==> config.mk <==
export PLATFORM = sky130hd
export DESIGN_NAME = imm_packer_flat
export DESIGN_NICKNAME = d
export VERILOG_FILES = /design/src/rtl/imm_packer_if.sv /design/src/rtl/imm_packer.sv /design/src/flat_wrapper.sv
export SDC_FILE = /design/constraint.sdc
export NUM_CORES = 1
export LEC_CHECK = 0
export CORE_MARGIN = 4
export CORE_UTILIZATION = 50
export DETAILED_ROUTE_END_ITERATION = 8
export HOLD_SLACK_MARGIN = 0.06
export PLACE_DENSITY = 0.86
export SLEW_MARGIN = 0
export SYNTH_ARGS = -nofsm -noshare
export SYNTH_HDL_FRONTEND = slang
export SYNTH_SLANG_ARGS = --single-unit
==> constraint.sdc <==
create_clock -name clk -period 2.7 [get_ports clk]
set_input_delay 0.54 -clock clk [delete_from_list [all_inputs] [get_ports clk]]
set_output_delay 0.54 -clock clk [all_outputs]
set_load 0.01 [all_outputs]
==> src/rtl/imm_packer_if.sv <==
// Handshake bus for imm_packer: loader-side input word plus instruction-memory-side output.
// The block under drive uses the slave modport; the producer/consumer side uses master.
interface imm_packer_if;
    logic        in_valid;
    logic        in_ready;
    logic [31:0] base_instr;
    logic [31:0] imm;
    logic [1:0]  immSrc;
    logic        out_valid;
    logic        out_ready;
    logic [31:0] out_addr;
    logic [31:0] out_instr;

    modport master (
        output in_valid, base_instr, imm, immSrc, out_ready,
        input  in_ready, out_valid, out_addr, out_instr
    );

    modport slave (
        input  in_valid, base_instr, imm, immSrc, out_ready,
        output in_ready, out_valid, out_addr, out_instr
    );
endinterface

==> src/rtl/imm_packer.sv <==
// Immediate packer: inserts an immediate into an instruction word, buffers it in a 2-entry FIFO
// and emits it with a sequential address. Optional macro IMM_RANGE_CHECK_EN drops out-of-range words.
module imm_packer #(
    parameter logic [31:0] BASE_ADDR = 32'h0000_0000,
    parameter int unsigned DEPTH     = 64
) (
    input  logic        clk,
    input  logic        rst_n,
    input  logic        clear,
    imm_packer_if.slave bus,
    output logic [10:0] word_count,
    output logic        done,
    output logic        range_err
);
    localparam logic [11:0] DEPTH_W = 12'(DEPTH);

    function automatic logic [31:0] pack_imm(input logic [31:0] base, input logic [31:0] imm,
                                             input logic [1:0] src);
        logic [31:0] r;
        r = base;
        case (src)
            2'b00:        r[31:20] = imm[11:0];
            2'b01, 2'b10: r[31:25] = imm[6:0];
            2'b11:        r[31:12] = imm[19:0];
            default:      r = base;
        endcase
        return r;
    endfunction

    logic [31:0] mem_r [0:1];
    logic        rd_ptr_r;
    logic        wr_ptr_r;
    logic [1:0]  occ_r;
    logic [31:0] addr_r;
    logic [10:0] count_r;
    logic [11:0] occ_plus_count_s;
    logic        in_ready_s;
    logic        accept_s;
    logic        push_s;
    logic        pop_s;
    logic        in_range_s;
    logic [31:0] packed_s;

    assign packed_s = pack_imm(bus.base_instr, bus.imm, bus.immSrc);

`ifdef IMM_RANGE_CHECK_EN
    // Field fits iff every bit from the field's sign position upward matches.
    function automatic logic imm_fits(input logic [31:0] imm, input logic [1:0] src);
        logic ok;
        case (src)
            2'b00:        ok = (&imm[31:11]) | ~(|imm[31:11]);
            2'b01, 2'b10: ok = (&imm[31:6])  | ~(|imm[31:6]);
            2'b11:        ok = (&imm[31:19]) | ~(|imm[31:19]);
            default:      ok = 1'b0;
        endcase
        return ok;
    endfunction

    logic range_err_r;

    assign in_range_s = imm_fits(bus.imm, bus.immSrc);
    assign range_err  = range_err_r;

    // Sticky record of any accepted out-of-range immediate.
    always_ff @(posedge clk or negedge rst_n) begin
        if (!rst_n) begin
            range_err_r <= 1'b0;
        end else if (clear) begin
            range_err_r <= 1'b0;
        end else if (accept_s && !in_range_s) begin
            range_err_r <= 1'b1;
        end else begin
            range_err_r <= range_err_r;
        end
    end
`else
    logic unused_imm_s;

    assign unused_imm_s = ^bus.imm[31:20];
    assign in_range_s   = 1'b1;
    assign range_err    = 1'b0;
`endif

    // Accept gating uses only registered state and clear, never out_ready.
    always_comb begin
        occ_plus_count_s = {10'b0, occ_r} + {1'b0, count_r};
        if ((occ_plus_count_s < DEPTH_W) && (occ_r != 2'd2) && !clear) begin
            in_ready_s = 1'b1;
        end else begin
            in_ready_s = 1'b0;
        end
    end

    assign accept_s = bus.in_valid && in_ready_s;
    assign push_s   = accept_s && in_range_s;
    assign pop_s    = (occ_r != 2'd0) && bus.out_ready && !clear;

    assign bus.in_ready  = in_ready_s;
    assign bus.out_valid = (occ_r != 2'd0);
    assign bus.out_instr = mem_r[rd_ptr_r];
    assign bus.out_addr  = addr_r;
    assign word_count    = count_r;
    assign done          = ({1'b0, count_r} == DEPTH_W);

    // FIFO storage, pointers, occupancy, address and emitted-word counter.
    always_ff @(posedge clk or negedge rst_n) begin
        if (!rst_n) begin
            mem_r[0] <= 32'h0000_0000;
            mem_r[1] <= 32'h0000_0000;
            rd_ptr_r <= 1'b0;
            wr_ptr_r <= 1'b0;
            occ_r    <= 2'd0;
            addr_r   <= BASE_ADDR;
            count_r  <= 11'd0;
        end else if (clear) begin
            mem_r[0] <= 32'h0000_0000;
            mem_r[1] <= 32'h0000_0000;
            rd_ptr_r <= 1'b0;
            wr_ptr_r <= 1'b0;
            occ_r    <= 2'd0;
            addr_r   <= BASE_ADDR;
            count_r  <= 11'd0;
        end else begin
            if (push_s) begin
                mem_r[wr_ptr_r] <= packed_s;
                wr_ptr_r        <= ~wr_ptr_r;
            end else begin
                wr_ptr_r <= wr_ptr_r;
            end
            if (pop_s) begin
                rd_ptr_r <= ~rd_ptr_r;
                addr_r   <= addr_r + 32'd4;
                count_r  <= count_r + 11'd1;
            end else begin
                rd_ptr_r <= rd_ptr_r;
                addr_r   <= addr_r;
                count_r  <= count_r;
            end
            case ({push_s, pop_s})
                2'b10:   occ_r <= occ_r + 2'd1;
                2'b01:   occ_r <= occ_r - 2'd1;
                default: occ_r <= occ_r;
            endcase
        end
    end
endmodule
==> src/flat_wrapper.sv <==
// flat-port wrapper written by rule: the top's interface ports become plain ports
module imm_packer_flat 
#(
    parameter logic [31:0] BASE_ADDR = 32'h0000_0000,
    parameter int unsigned DEPTH     = 64
)
  (clk, rst_n, clear, word_count, done, range_err, bus_in_valid, bus_base_instr, bus_imm, bus_immSrc, bus_out_ready, bus_in_ready, bus_out_valid, bus_out_addr, bus_out_instr);
  imm_packer_if bus_i ();
  input  logic clk;
  input  logic rst_n;
  input  logic clear;
  output logic [10:0] word_count;
  output logic done;
  output logic range_err;
  input wire logic [$bits(bus_i.in_valid)-1:0] bus_in_valid;
  input wire logic [$bits(bus_i.base_instr)-1:0] bus_base_instr;
  input wire logic [$bits(bus_i.imm)-1:0] bus_imm;
  input wire logic [$bits(bus_i.immSrc)-1:0] bus_immSrc;
  input wire logic [$bits(bus_i.out_ready)-1:0] bus_out_ready;
  output wire logic [$bits(bus_i.in_ready)-1:0] bus_in_ready;
  output wire logic [$bits(bus_i.out_valid)-1:0] bus_out_valid;
  output wire logic [$bits(bus_i.out_addr)-1:0] bus_out_addr;
  output wire logic [$bits(bus_i.out_instr)-1:0] bus_out_instr;
  assign bus_i.in_valid = bus_in_valid;
  assign bus_i.base_instr = bus_base_instr;
  assign bus_i.imm = bus_imm;
  assign bus_i.immSrc = bus_immSrc;
  assign bus_i.out_ready = bus_out_ready;
  assign bus_in_ready = bus_i.in_ready;
  assign bus_out_valid = bus_i.out_valid;
  assign bus_out_addr = bus_i.out_addr;
  assign bus_out_instr = bus_i.out_instr;
  imm_packer #(.BASE_ADDR(BASE_ADDR), .DEPTH(DEPTH)) u_core (.clk(clk), .rst_n(rst_n), .clear(clear), .bus(bus_i), .word_count(word_count), .done(done), .range_err(range_err));
endmodule
==> impl_results.md, run 1 <==
- Area of the die: 13840 sq um
- Clock power frac: about 34%
- Final hold vios: 0
- Depth of the CTS H-tree: 3
- Most area-consuming cells after synthesis: dfrtp_1 (45%), mux2i_1 (8.2%), mux2_2 (6.4%)
- Min Clock Period, post-route: 2538 ps
- Total vias in the final route: 4705
- Global-route wire length before repair: 24.45 mm
- Antenna violations before repair: 0
- Worst min-delay path class: in -> async
- Cell area after technology mapping: roughly 6000 sq um
- Num CTS Buffers: 9
- Most instantiated library cell after synthesis: dfrtp_1
- Fraction of power spent switching nets: between 20% and 30%
- Wirelength per Cell: 17.08 um
- Worst vdd rail ir drop: between 0.3 and 0.4 mV
- Headroom to the max-slew limit: 35.45%
- I/O Buffers: 127
- Maximum number of pins on one net before global-route repair: 110
- Final instance count without filler cells: 840
- Count of synthesis-stage warnings from yosys: 0
- Clock latency on the worst-skew pair: 350 ps
- Arrival time at the worst endpoint: 2000 ps
- DRC marker count from the first detailed-route iteration: 273
- Fraction of the cycle the final worst path needs: 94.00%
- Nature of the critical path endpoint: output port
- Power per Cell Area: about 480 nW/um^2
- Post-synth top area share: 45.37%
- Dpl cells: 823
- Clock net sink count: 109
- Die Y-Extent: 117.7 um
- TritonCTS clock tree: done
- Hold_ws: 155.4 ps
- Maximum net fanout on the critical path: 3
- Detailed Routing Iterations Pass 1: 4
- Final Routed Wirelength: ~14 mm
- Number of cell rows: 39
- Number of diodes: 0
- Vias per inst: 5.601
- Psw: 0.9480 mW
- Fraction of final layout cells with drive strength greater than 1: 14.78%
- Core ar.: roughly 12000 sq um
- Residual antenna-violating net count after detailed routing: 0
- Standby leakage power: 3.395 nW
- Average cell area after synthesis: 10.58 sq um
- CTS Hold Bufs: 0
- Flip-flop and latch count after synthesis: 109
- Via count of the first global-routing pass: 4884
- Count of max-cap constraint violations: 0
- Cell count after synthesis: 568
- Critical Setup Path Class: reg -> out
- Reg clk slew, reported paths: approximately 70 ps
- Max Transition Viols Final: 0
- Final setup skew: 7.851 ps
- Number of synthesized flops with an enable pin: 0
- Detailed placer's ending HPWL: 10.08 mm
- Overall power: 3.666 mW
- Total global-route track usage: 21.31%
- Data required time at the worst endpoint: roughly 2200 ps
- Cell-internal power: approximately 2.7 mW
- Total congestion overflow: 0
- Flop pwr share: 47.7%
- Total negative slack for setup checks: 0 ps
- Outcome: completed
- Nature of the critical path startpoint: flip-flop
- Synth-to-layout area growth: 28.18%
- Transition time at the pin with the least slew margin: 968.3 ps
- Final setup viols: 0
- Portion of the post-synthesis area used by sequential elements: 45.37%
- Clock root buffer master: clkbuf_16
- Horiz. Die Dim: approximately 120 um
- Unrepaired setup endpoints after global routing: no
- Maximum buffer depth of the clock tree: 2
- Post-synth ARST share: 100.0%
- Leading cell types by count after synthesis: dfrtp_1 (109), nand2b_1 (52), nor2_1 (52)
- Final GP Congestion: roughly 0.89
- Post-synth cell types: 56
- Top-level port count: 150
- Post-route DRC violation count: 0
- Total number of nets in the final design: 770
- Synth Flop Type: dfrtp_1
- Highest Clock Rate: about 0.4 GHz
- Area leader, netlist: dfrtp_1
- Combinational fraction of design power: 18.1%
- Starting density of the core: 51.77%
[metrics by stage]
stage          setup WS (ps)  instance area, sq um  util, %
2_1_floorplan          337.1                  6020        -
3_3_place_gp           81.07                  7391    63.64
3_5_place_dp           4.123                  7391    63.64
4_1_cts                4.949                  7696    66.27
5_1_grt                54.96                  7706    66.35
6_report               161.9                  7706    66.35
[cells in the final DEF, fill, tap and decap left out, types with 7 or more instances in the layout]
cell and instances:
nand4_1 12, mux2_4 10, buf_4 18, a22oi_1 12, nor2b_1 12, o21ai_0 20, mux2_2 34, nand3_1 14
clkdlybuf4s50_1 124, nand2_1 35, xnor2_1 13, inv_1 8, a21oi_1 24, clkbuf_16 9, mux2i_1 49, nor2_1 52
or3_1 7, nand2b_1 52, dfrtp_1 107, xor2_1 21
[state kept, by name, indices dropped and copies added (netlist names)]
name / cells
u_core.mem_r: 64
u_core.rd_ptr_r: 1
u_core.bus.out_addr: 30
u_core.wr_ptr_r: 1
u_core.occ_r: 2
u_core.word_count: 11
[per-layer routing]
| layer | up-vias | wire length (um) | GRT usage [%] |
|---|---|---|---|
| met2 | 140 | 7288 | 36.11 |
| met5 | - | 0 | 0 |
| met3 | 18 | 737 | 4.998 |
| li1 | 2201 | - | - |
| met1 | 2346 | 6119 | 27.24 |
| met4 | 0 | 202 | 6.374 |
[logic make-up (layout without fill, tap and decap cells)]
group	count (synthesis)	count (layout)	share of synthesized area, %
AO/OA/AOI/OAI	67	67	7.222
XOR/XNOR	34	34	4.953
adder cells (fa/ha/maj)	7	7	1.457
buffers and inverters	44	171	4.474
flip-flops	109	109	45.37
multiplexers	93	93	17.02
other	1	3	0.06238
AND/OR/NAND/NOR	213	213	19.44
[critical path: stages (launching register included)]
cell and delay [ps]:
dfrtp_1 420, ha_4 300, a31oi_4 110, or4_4 540
nand3_1 100, nor2_1 50, clkbuf_2 130
[repair_timing]
action | CTS | global route
setup endpoints to repair | 1 | 1
endpoints found under the hold margin | 0 | 0
setup buffers | 0 | 1
pin swaps | 1 | 2
gates resized for setup | 4 | 5
[final timing paths]
path                                      startpoint              endpoint  slack [ps]  depth (start not counted)
max in group asynchronous                      rst_n  u_core.word_count[6]        1760                          2
worst max register to register  u_core.word_count[1]      u_core.mem_r[14]         180                          9
worst max-delay path            u_core.word_count[1]          bus_in_ready         160                          6
worst min-delay path                           rst_n      u_core.mem_r[44]         160                          1
min in group clk                    u_core.mem_r[60]      u_core.mem_r[60]         540                          2
worst min register to register      u_core.mem_r[60]      u_core.mem_r[60]         540                          2
[power groups by stage]
stage / Clock [mW] / Combinational, mW / Sequential (mW)
CTS: 1.28 / 0.671 / 1.75
detailed placement: 0 / 0.664 / 1.78
global placement: 0 / 0.648 / 1.77
finish: 1.25 / 0.663 / 1.75
floorplan: 0 / 0.358 / 1.77
global route: 1.35 / 0.721 / 1.76
[area by class of cell]
class                      count  area, sq um
fill                         904         3908
multi-input combinational    417         3050
sequential                   109         2730
timing repair buffer         147         1438
clock buffer                  12        256.5
tap                          143        178.9
inverter                       8        30.03
clock inverter                 4        22.52
Power figures use the tool's default switching activity.
==> run 2, diff against run 1 <==
PLACE_DENSITY = 0.78   (was 0.86)
==> run 2 against run 1 <==
Effect of this change: via count shrank 2.0%; clock skew rose by 1.2 ps; final area increased by 0.21%; routed wire length shrank 2.3%; cell count down 0.12%; die area stayed put; worst setup slack worse by 52 ps; critical path type unchanged; largest power group unchanged; highest routed layer unchanged.
==> impl_results.md, run 2 (same netlist as run 1, synthesis figures left out) <==
- Fraction of the cycle the final worst path needs: 95.95% (was 94.00%)
- Register with the most flip-flops: u_core.mem_r (unchanged)
- Final setup skew: 9.015 ps (was 7.851 ps)
- I/O Buffers: 127 (unchanged)
- Detailed Routing Iterations Pass 1: 4 (unchanged)
- Vias per inst: 5.498 (was 5.601)
- Antenna violations before repair: 0 (unchanged)
- Cell breakdown of the critical path: ha_4 > a31oi_4 > or4_4 > nand3_1 > nor2_1 > clkdlybuf4s15_1 (was ha_4 > a31oi_4 > or4_4 > nand3_1 > nor2_1 > clkbuf_2)
- Post-DP Area: 7383 sq um (was 7391 sq um)
- Post-route DRC violation count: 0 (unchanged)
- Non-Filler Cell Area, Final: 7722 sq um (was 7706 sq um)
- DRC marker count from the first detailed-route iteration: 349 (was 273)
- Final Routed Wirelength: 14.02 mm (was 14.35 mm)
- Maximum net fanout on the critical path: 3 (unchanged)
- Final instance count without filler cells: 839 (was 840)
- Wirelength per Cell: 16.70 um (was 17.08 um)
- Worst path slowest cell: or4_4 (unchanged)
- Clock net sink count: 109 (unchanged)
- Number of cell rows: 39 (unchanged)
- Area of the die: 13840 sq um (unchanged)
- Total number of nets in the final design: 769 (was 770)
- Most common cell after layout, fill and taps aside: clkdlybuf4s50_1 (unchanged)
- Worst vdd rail ir drop: 0.2696 mV (was 0.3111 mV)
- Overall power: 3.762 mW (was 3.666 mW)
- Min Clock Period, post-route: 2591 ps (was 2538 ps)
- Top-level port count: 150 (unchanged)
- Highest Clock Rate: 0.3860 GHz (was 0.3940 GHz)
- Depth of the CTS H-tree: 3 (unchanged)
- Core ar.: 11610 sq um (unchanged)
- Unrepaired setup endpoints after global routing: no (unchanged)
- Global-route wire length before repair: 23.69 mm (was 24.45 mm)
- Die Y-Extent: 117.7 um (unchanged)
- Num CTS Buffers: 9 (unchanged)
- Final GP Congestion: 0.9609 (was 0.8911)
- Residual antenna-violating net count after detailed routing: 0 (unchanged)
- Reg clk slew, reported paths: 70 ps (about the same)
- Total congestion overflow: 0 (unchanged)
- Final setup viols: 0 (unchanged)
- Starting density of the core: 51.77% (unchanged)
- Horiz. Die Dim: 117.7 um (unchanged)
- Nature of the critical path endpoint: output port (unchanged)
- Max Transition Viols Final: 0 (unchanged)
- Nature of the critical path startpoint: flip-flop (unchanged)
- Most frequent cells in the layout: clkdlybuf4s50_1 (124), dfrtp_1 (109), nor2_1 (52), nand2b_1 (52), mux2i_1 (49) (was clkdlybuf4s50_1 (124), dfrtp_1 (107), nor2_1 (52), nand2b_1 (52), mux2i_1 (49))
- Total negative slack for setup checks: 0 ps (unchanged)
- Synth-to-layout area growth: 28.45% (was 28.18%)
- Critical Setup Path Class: reg -> out (unchanged)
- Clock latency on the worst-skew pair: 350 ps (about the same)
- Worst min-delay path class: in -> async (unchanged)
- Outcome: completed (unchanged)
- Share of the core filled with cells in the final layout: 66.49% (was 66.35%)
- Largest register FFs: 64 (unchanged)
- Via count of the first global-routing pass: 4730 (was 4884)
- Standby leakage power: 3.405 nW (was 3.395 nW)
- Detailed placer's ending HPWL: 9.709 mm (was 10.08 mm)
- Power per Cell Area: 487.2 nW/um^2 (was 475.8 nW/um^2)
- Maximum single-stage delay on the critical path: 510 ps (was 540 ps)
- Maximum buffer depth of the clock tree: 2 (unchanged)
- Maximum number of pins on one net before global-route repair: 110 (unchanged)
- Hold_ws: 280.8 ps (was 155.4 ps)
- Post-route worst setup slack: 109.4 ps (was 161.9 ps)
- Headroom to the max-slew limit: 35.03% (was 35.45%)
- Count of max-cap constraint violations: 0 (unchanged)
- Worst setup timing slack at the placement stage: 70.41 ps (was 4.123 ps)
- Arrival time at the worst endpoint: 2050 ps (was 2000 ps)
- Data required time at the worst endpoint: 2160 ps (about the same)
- Number of diodes: 0 (unchanged)
- Transition time at the pin with the least slew margin: 974.6 ps (was 968.3 ps)
- Clock root buffer master: clkbuf_16 (unchanged)
- Fraction of final layout cells with drive strength greater than 1: 14.08% (was 14.78%)
- Total vias in the final route: 4613 (was 4705)
- Dpl cells: 822 (was 823)
- Total global-route track usage: 20.56% (was 21.31%)
- Final hold vios: 0 (unchanged)
- TritonCTS clock tree: done (unchanged)
==> run 2: cell count changes in the layout (fill, tap and decap cells not counted) <==
cell	previous run	this run
bufinv_16	0	1
clkdlybuf4s15_1	0	1
clkbuf_1	1	2
clkinv_4	0	1
clkinvlp_4	1	0
clkbuf_2	1	0
buf_6	1	0
dfrtp_1	107	109
dfrtp_2	2	0
clkinv_2	3	1
==> run 2: power breakdown <==
part | internal, mW | switching (mW) | total (mW)
sequential | 1.70 | 0.0492 | 1.75
combinational | 0.346 | 0.313 | 0.659
clock | 0.772 | 0.582 | 1.35
==> run 2: metal layers <==
| layer | up-vias | global-route usage (%) | routed length [um] |
|---|---|---|---|
| li1 | 2208 | - | - |
| met1 | 2246 | 27.16 | 6328 |
| met2 | 144 | 33.52 | 6830 |
| met3 | 15 | 4.950 | 681 |
| met4 | 0 | 6.520 | 175 |
| met5 | - | 0 | 0 |
==> run 2: layout make-up <==
class	instances	area, sq um
fill	901	3891
multi-input combinational	417	3050
sequential	109	2728
timing repair buffer	146	1431
clock buffer	13	260.3
tap	143	178.9
clock inverter	3	43.79
inverter	8	30.03
==> run 2: repair_timing <==
item | CTS | global route
setup buffers | 0 | 1
pin swaps | 0 | 2
endpoints found under the setup margin | 1 | 1
resized for setup | 4 | 1
hold buffers | 0 | 0
==> run 2: worst paths after layout <==
kind / depth (start not counted) / endpoint / slack (ps) / from
worst max register to register: 9 / u_core.mem_r[15] / 190 / u_core.word_count[1]
worst min-delay path: 1 / u_core.bus.out_addr[31] / 280 / rst_n
worst max-delay path: 6 / bus_in_ready / 110 / u_core.word_count[1]
worst min register to register: 2 / u_core.mem_r[63] / 540 / u_core.mem_r[63]
max in group asynchronous: 2 / u_core.mem_r[29] / 1630 / rst_n
min in group clk: 2 / u_core.mem_r[63] / 540 / u_core.mem_r[63]
==> run 2: critical path: cells and delay by family (launching register included) <==
family                     cells  cell delay [ps]
AOI/OAI and AO/OA              1              110
adders and majority gates      1              300
buffers and inverters          1              230
DFF                            1              420
and+or+nand+nor                3              660
==> run 3, diff against run 2 <==
PLACE_DENSITY = not set   (was 0.78)
PLACE_DENSITY_LB_ADDON = 0.3   (was not set)
==> run 3 against run 2 <==
Effect of this change: power fell by 4.3%; utilization fell by 0.58 points; final area fell by 0.87%; critical path type unchanged; clock-buffer cell count fell by 2; worst setup slack got worse by 4.6 ps; fmax fell by 0.18%; critical path depth did not move; first-iteration DRC count fell by 16%; die area did not move; via count fell by 1.3%; sequential share of layout area rose by 0.36 points; largest power group unchanged; flip-flop and latch count did not move.
==> impl_results.md, run 3 (same netlist as run 1, synthesis figures left out) <==
- Final hold vios: 0 (unchanged)
- I/O Buffers: 127 (unchanged)
- Maximum single-stage delay on the critical path: 520 ps (was 510 ps)
- Fraction of the cycle the final worst path needs: 96.12% (was 95.95%)
- Clock latency on the worst-skew pair: 350 ps (about the same)
- DRC marker count from the first detailed-route iteration: 294 (was 349)
- Total congestion overflow: 0 (unchanged)
- Detailed placer's ending HPWL: 9.750 mm (was 9.709 mm)
- Largest register FFs: 64 (unchanged)
- Data required time at the worst endpoint: 2160 ps (about the same)
- Most frequent cells in the layout: clkdlybuf4s50_1 (124), dfrtp_1 (106), nor2_1 (52), nand2b_1 (52), mux2i_1 (49) (was clkdlybuf4s50_1 (124), dfrtp_1 (109), nor2_1 (52), nand2b_1 (52), mux2i_1 (49))
- Power per Cell Area: 470.5 nW/um^2 (was 487.2 nW/um^2)
- Share of the core filled with cells in the final layout: 65.91% (was 66.49%)
- Clock net sink count: 109 (unchanged)
- Worst path slowest cell: or4_4 (unchanged)
- Post-route worst setup slack: 104.8 ps (was 109.4 ps)
- TritonCTS clock tree: done (unchanged)
- Post-DP Area: 7368 sq um (was 7383 sq um)
- Area of the die: 13840 sq um (unchanged)
- Unrepaired setup endpoints after global routing: no (unchanged)
- Cell-internal power: 2.680 mW (was 2.817 mW)
- Most common cell after layout, fill and taps aside: clkdlybuf4s50_1 (unchanged)
- Final setup viols: 0 (unchanged)
- Fraction of final layout cells with drive strength greater than 1: 13.91% (was 14.08%)
- Total negative slack for setup checks: 0 ps (unchanged)
- Non-Filler Cell Area, Final: 7655 sq um (was 7722 sq um)
- Maximum buffer depth of the clock tree: 2 (unchanged)
- Starting density of the core: 51.77% (unchanged)
- Psw: 0.9214 mW (was 0.9448 mW)
- Num CTS Buffers: 9 (unchanged)
- Via count of the first global-routing pass: 4841 (was 4730)
- Depth of the CTS H-tree: 3 (unchanged)
- Transition time at the pin with the least slew margin: 969.6 ps (was 974.6 ps)
- Count of max-cap constraint violations: 0 (unchanged)
- Max Transition Viols Final: 0 (unchanged)
- Nature of the critical path endpoint: output port (unchanged)
- Number of cell rows: 39 (unchanged)
- Residual antenna-violating net count after detailed routing: 0 (unchanged)
- Cell breakdown of the critical path: ha_4 > a31oi_4 > or4_4 > nand3_1 > nor2_1 > clkdlybuf4s15_1 (unchanged)
- Min Clock Period, post-route: 2595 ps (was 2591 ps)
- Synth-to-layout area growth: 27.33% (was 28.45%)
- Clock power frac: 33.2% (was 36.0%)
- Horiz. Die Dim: 117.7 um (unchanged)
- Register with the most flip-flops: u_core.mem_r (unchanged)
- Arrival time at the worst endpoint: 2060 ps (was 2050 ps)
- Final setup skew: 9.971 ps (was 9.015 ps)
- Combinational fraction of design power: 18.2% (was 17.5%)
- Clock root buffer master: clkbuf_16 (unchanged)
- Hold_ws: 113.5 ps (was 280.8 ps)
- Post-route DRC violation count: 0 (unchanged)
- Maximum net fanout on the critical path: 3 (unchanged)
- Total vias in the final route: 4555 (was 4613)
- Number of buffers and inverters on the critical path: 1 (unchanged)
- Worst setup timing slack at the placement stage: 34.26 ps (was 70.41 ps)
- Flop pwr share: 48.6% (was 46.5%)
- Fraction of power spent switching nets: 25.58% (was 25.11%)
- Top-level port count: 150 (unchanged)
- Wirelength per Cell: 16.71 um (was 16.70 um)
- Nature of the critical path startpoint: flip-flop (unchanged)
- Total global-route track usage: 20.84% (was 20.56%)
- Maximum number of pins on one net before global-route repair: 110 (unchanged)
- Outcome: completed (unchanged)
- Final Routed Wirelength: 13.92 mm (was 14.02 mm)
- Number of diodes: 0 (unchanged)
- Core ar.: 11610 sq um (unchanged)
- Cell class contributing the biggest share of worst-path delay: simple AND/OR/NAND/NOR gates (unchanged)
- Highest Clock Rate: 0.3853 GHz (was 0.3860 GHz)
- Global-route wire length before repair: 24.00 mm (was 23.69 mm)
- Antenna violations before repair: 0 (unchanged)
- Die Y-Extent: 117.7 um (unchanged)
- Reg clk slew, reported paths: 70 ps (about the same)
- Worst min-delay path class: in -> async (unchanged)
- Final GP Congestion: 0.8996 (was 0.9609)
- Vias per inst: 5.468 (was 5.498)
- Headroom to the max-slew limit: 35.36% (was 35.03%)
- Total number of nets in the final design: 766 (was 769)
- Post-CTS setup repair buffer count: 0 (unchanged)
- Detailed Routing Iterations Pass 1: 4 (unchanged)
- Worst vdd rail ir drop: 0.2994 mV (was 0.2696 mV)
- Critical Setup Path Class: reg -> out (unchanged)
- Standby leakage power: 3.358 nW (was 3.405 nW)
[run 3: cell types whose count changed in the layout (fill, tap and decap cells not counted)]
cell / change
dfrtp_1: -3
dfrtp_2: +3
buf_4: -3
clkbuf_1: -1
clkinvlp_4: +1
clkbuf_8: -1
bufinv_16: -1
clkinv_4: -1
[run 3: metrics by stage]
step	power, mW	instances
2_1_floorplan	2.124	570
3_3_place_gp	2.422	820
3_5_place_dp	2.441	820
4_1_cts	3.644	833
5_1_grt	3.777	833
6_report	3.602	833
[run 3: what timing repair did]
| action | CTS | global route |
|---|---|---|
| pin swaps | 0 | 2 |
| hold buffers | 0 | 0 |
| endpoints found under the setup margin | 1 | 2 |
| hold endpoints to repair | 0 | 0 |
| gates resized for setup | 4 | 4 |
[run 3: per-layer routing]
layer  routed length, um  GRT usage (%)  vias up
li1                    -              -     2181
met4                 198          7.839        0
met2                6852          34.28      116
met3                 861          5.094       15
met5                   0              0        -
met1                6009          26.68     2243
[run 3: power groups by stage]
| stage | Sequential [mW] | Combinational [mW] | Clock [mW] |
|---|---|---|---|
| 5_1_grt | 1.76 | 0.720 | 1.30 |
| 3_3_place_gp | 1.77 | 0.651 | 0 |
| 4_1_cts | 1.75 | 0.668 | 1.23 |
| 6_report | 1.75 | 0.657 | 1.19 |
| 2_1_floorplan | 1.77 | 0.358 | 0 |
| 3_5_place_dp | 1.78 | 0.663 | 0 |
[run 3: path summary, 6_finish.rpt]
check | startpoint | slack [ps] | depth (start not counted) | endpoint
max | u_core.occ_r[1] | 100 | 6 | bus_in_ready
min | rst_n | 110 | 1 | u_core.bus.out_addr[31]
max reg2reg | u_core.occ_r[1] | 180 | 8 | u_core.mem_r[23]
min reg2reg | u_core.mem_r[57] | 540 | 2 | u_core.mem_r[57]
max in group asynchronous | rst_n | 1790 | 2 | u_core.word_count[7]
min in group clk | u_core.mem_r[57] | 540 | 2 | u_core.mem_r[57]
[run 3: final cells by class]
class / count / area, sq um
clock inverter: 2 / 12.51
clock buffer: 11 / 242.7
multi-input combinational: 417 / 3050
tap: 143 / 178.9
sequential: 109 / 2731
timing repair buffer: 143 / 1409
inverter: 8 / 30.03
fill: 942 / 3959
==> patch, RTL diff (config.mk and constraints of run 2) <==
The option `IMM_RANGE_CHECK_EN` is turned on by a define.
--- a/src/rtl/imm_packer.sv
+++ b/src/rtl/imm_packer.sv
@@ -1,5 +1,7 @@
 // Immediate packer: inserts an immediate into an instruction word, buffers it in a 2-entry FIFO
 // and emits it with a sequential address. Optional macro IMM_RANGE_CHECK_EN drops out-of-range words.
+`define IMM_RANGE_CHECK_EN
+
 module imm_packer #(
     parameter logic [31:0] BASE_ADDR = 32'h0000_0000,
     parameter int unsigned DEPTH     = 64
Behaviour: not the same (a bounded check fails within 4 cycles, from zero or initial values and one cycle with rst_n low).
==> patch against run 2 <==
  * Sequential cell count rose by 1
  * Final area grew 1.3%
  * Synthesized cell count is 3.3% higher
  * Core utilization rose by 4.4 points
  * Worst setup slack better by 2.7 ps
  * Cell count is 4.9% higher
  * Register-to-register slack gained 160 ps
  * Die area fell by 4.4%
  * Routed wire length grew 7.7%
  * Synthesized area fell by 4.7%
  * Power fell by 9.5%
  * Combinational power decreased by 39%
  * Critical path type unchanged
  * Critical endpoint unchanged
  * Largest cell class unchanged
  * Largest power group unchanged
==> patch: results (changes against run 2) <==
** Detailed routing
- The detailed route wirelength on metal2 was 7.80 mm (+14%).
- Met3 Wirelength :: 844 µm (+24%)
- Via count :: 5,010 (+8.6%)
- Total wire length :: 15.1 mm (+7.7%)
- The number of DRC violations after detailed-routing iteration 0 was 364 (+4.3%).
- Wire length on met1 :: 6.22 mm (-1.7%)

** Layout
- Multi-input logic area :: 2830 µm² (-7.1%)
- Fillcell total :: 856 (-5.0%)
- The fraction of layout cells with a size suffix above 1 was 12.4% (-1.6 points).
- Flip-flop count of the largest register after layout :: 64 (unchanged)
- Non-filler instance count after layout :: 880 (+4.9%)
- The net count of the finished layout is 813 (+5.7%).

** Placement
- The post-placement cell area came to 7510 µm² (+1.7%).
- # port buffers :: 140 (+10%)
- Post-placement worst setup slack :: -177 ps (-247 ps)
- Final Wtd Congestion :: 0.885 (-7.9%)
- Placed insts :: 864 (+5.1%)
- Dpl hpwl :: 10.7 mm (+11%)

** Timing
- The fraction of the cycle the final worst path needs is 95.8% (-0.10 points).
- The worst hold slack came to 217 ps (-64.0 ps).
- The setup clock skew after layout was 7.92 ps (-1.10 ps).
- Relative slew margins :: 35.2% (+0.17 points)

** Logic synthesis
- The commonest cells after synthesis are 110 x sky130_fd_sc_hd__dfrtp_1, 66 x sky130_fd_sc_hd__nand2_1, 64 x sky130_fd_sc_hd__nand3b_1.
- Count of mapped cells out of synthesis :: 587 (+3.3%)
- Number of different library cells in the post-synthesis netlist :: 46 (-18%)
- Leading post-synthesis cells by cell area :: sky130_fd_sc_hd__dfrtp_1 48%, sky130_fd_sc_hd__nand3b_1 8.4%, sky130_fd_sc_hd__mux2_2 6.3%
- Sequential share of the synthesized area :: 48.1% (+2.7 points)

** Global route
- The number of global-route vias before repair is 5,142 (+8.7%).
- Number of antenna violations at the first check in global routing :: 0 (unchanged)
- Maximum number of pins on one net before global-route repair :: 111 (+0.91%)
- The wire length of the first global-routing pass was 24.8 mm (+4.8%).
- The all-layer global routing usage was 23.1% (+2.6 points).

** Outcome
- The run finished with clean final reports.

** Pwr
- The net switching fraction of the power was 23.9% (-1.3 points).
- The sequential cell fraction of total power is 49.2% (+2.7 points).
- For the clock group, total power comes out at 1.33 mW.
- Total chip power :: 3.41 mW (-9.5%)
- The total leakage power is 3.35 nW (-1.6%).
- Peak supply drop :: 302 µV (+12%)

** Worst setup path
- The flop-to-flop setup slack is 350 ps (+160 ps).
- CP max-delay cell :: sky130_fd_sc_hd__clkdlybuf4s50_1
- Slowest Stage Delay on Critical Path :: 550 ps (+40 ps)
- The worst endpoint data arrival time was 2050 ps (about the same).
- The peak fanout along the critical path came to 4 (+1).

** Clocking
- Post-cts gate resize count :: 0 (-4)
-- patch: changes by cell type in the layout (fill, tap and decap cells not counted), sizes merged, moves of 14 or more --
cell / change
mux2i: -40
nand3b: +64
o21ai: +33
nand2b: -49
nand2: +30
clkdlybuf4s50: +14
-- patch: critical path, delay by kind of cell (launching register included) --
family,cells,cell delay (ps)
DFF,1,420
AOI/OAI and AO/OA,1,300
buffers and inverters,1,550
and+or+nand+nor,1,430
-- patch: final timing paths --
path                                                    start                                   to  depth (start not counted)
max in group asynchronous                               rst_n         u_core.mem_r[17]$_DFFE_PN0P_                          2
min reg2reg                       u_core.mem_r[4]$_DFFE_PN0P_          u_core.mem_r[4]$_DFFE_PN0P_                          2
min                                                     rst_n     u_core.word_count[9]$_DFFE_PN0N_                          1
min in group clk                  u_core.mem_r[4]$_DFFE_PN0P_          u_core.mem_r[4]$_DFFE_PN0P_                          2
max reg2reg                u_core.bus.out_addr[2]$_DFFE_PN0N_  u_core.bus.out_addr[28]$_DFFE_PN0N_                          8
max                          u_core.word_count[8]$_DFFE_PN0N_                         bus_in_ready                          3
-- patch: layout make-up --
class | count | share of cell area (%)
clock inverters | 6 | 0.863
well taps | 140 | 2.24
flip-flops and latches | 110 | 35.2
repair buffers | 172 | 22.0
clock buffers | 10 | 2.93
inverters | 12 | 0.576
multi-input cells | 430 | 36.2
-- patch: per-layer routing --
layer / global-route usage [%] / vias up
met5: 0 / -
met4: 7.59 / 0
met3: 3.84 / 24
met2: 40.3 / 152
met1: 29.3 / 2483
li1: - / 2351
-- patch: cells by family after synthesis --
family / synth area share, %
AOI/OAI and AO/OA: 9.72
muxes: 7.86
xor gates and xnor gates: 5.81
DFF: 48.1
and+or+nand+nor: 23.6
adders and majority gates: 1.53
other: 0.0655
buffers and inverters: 3.36
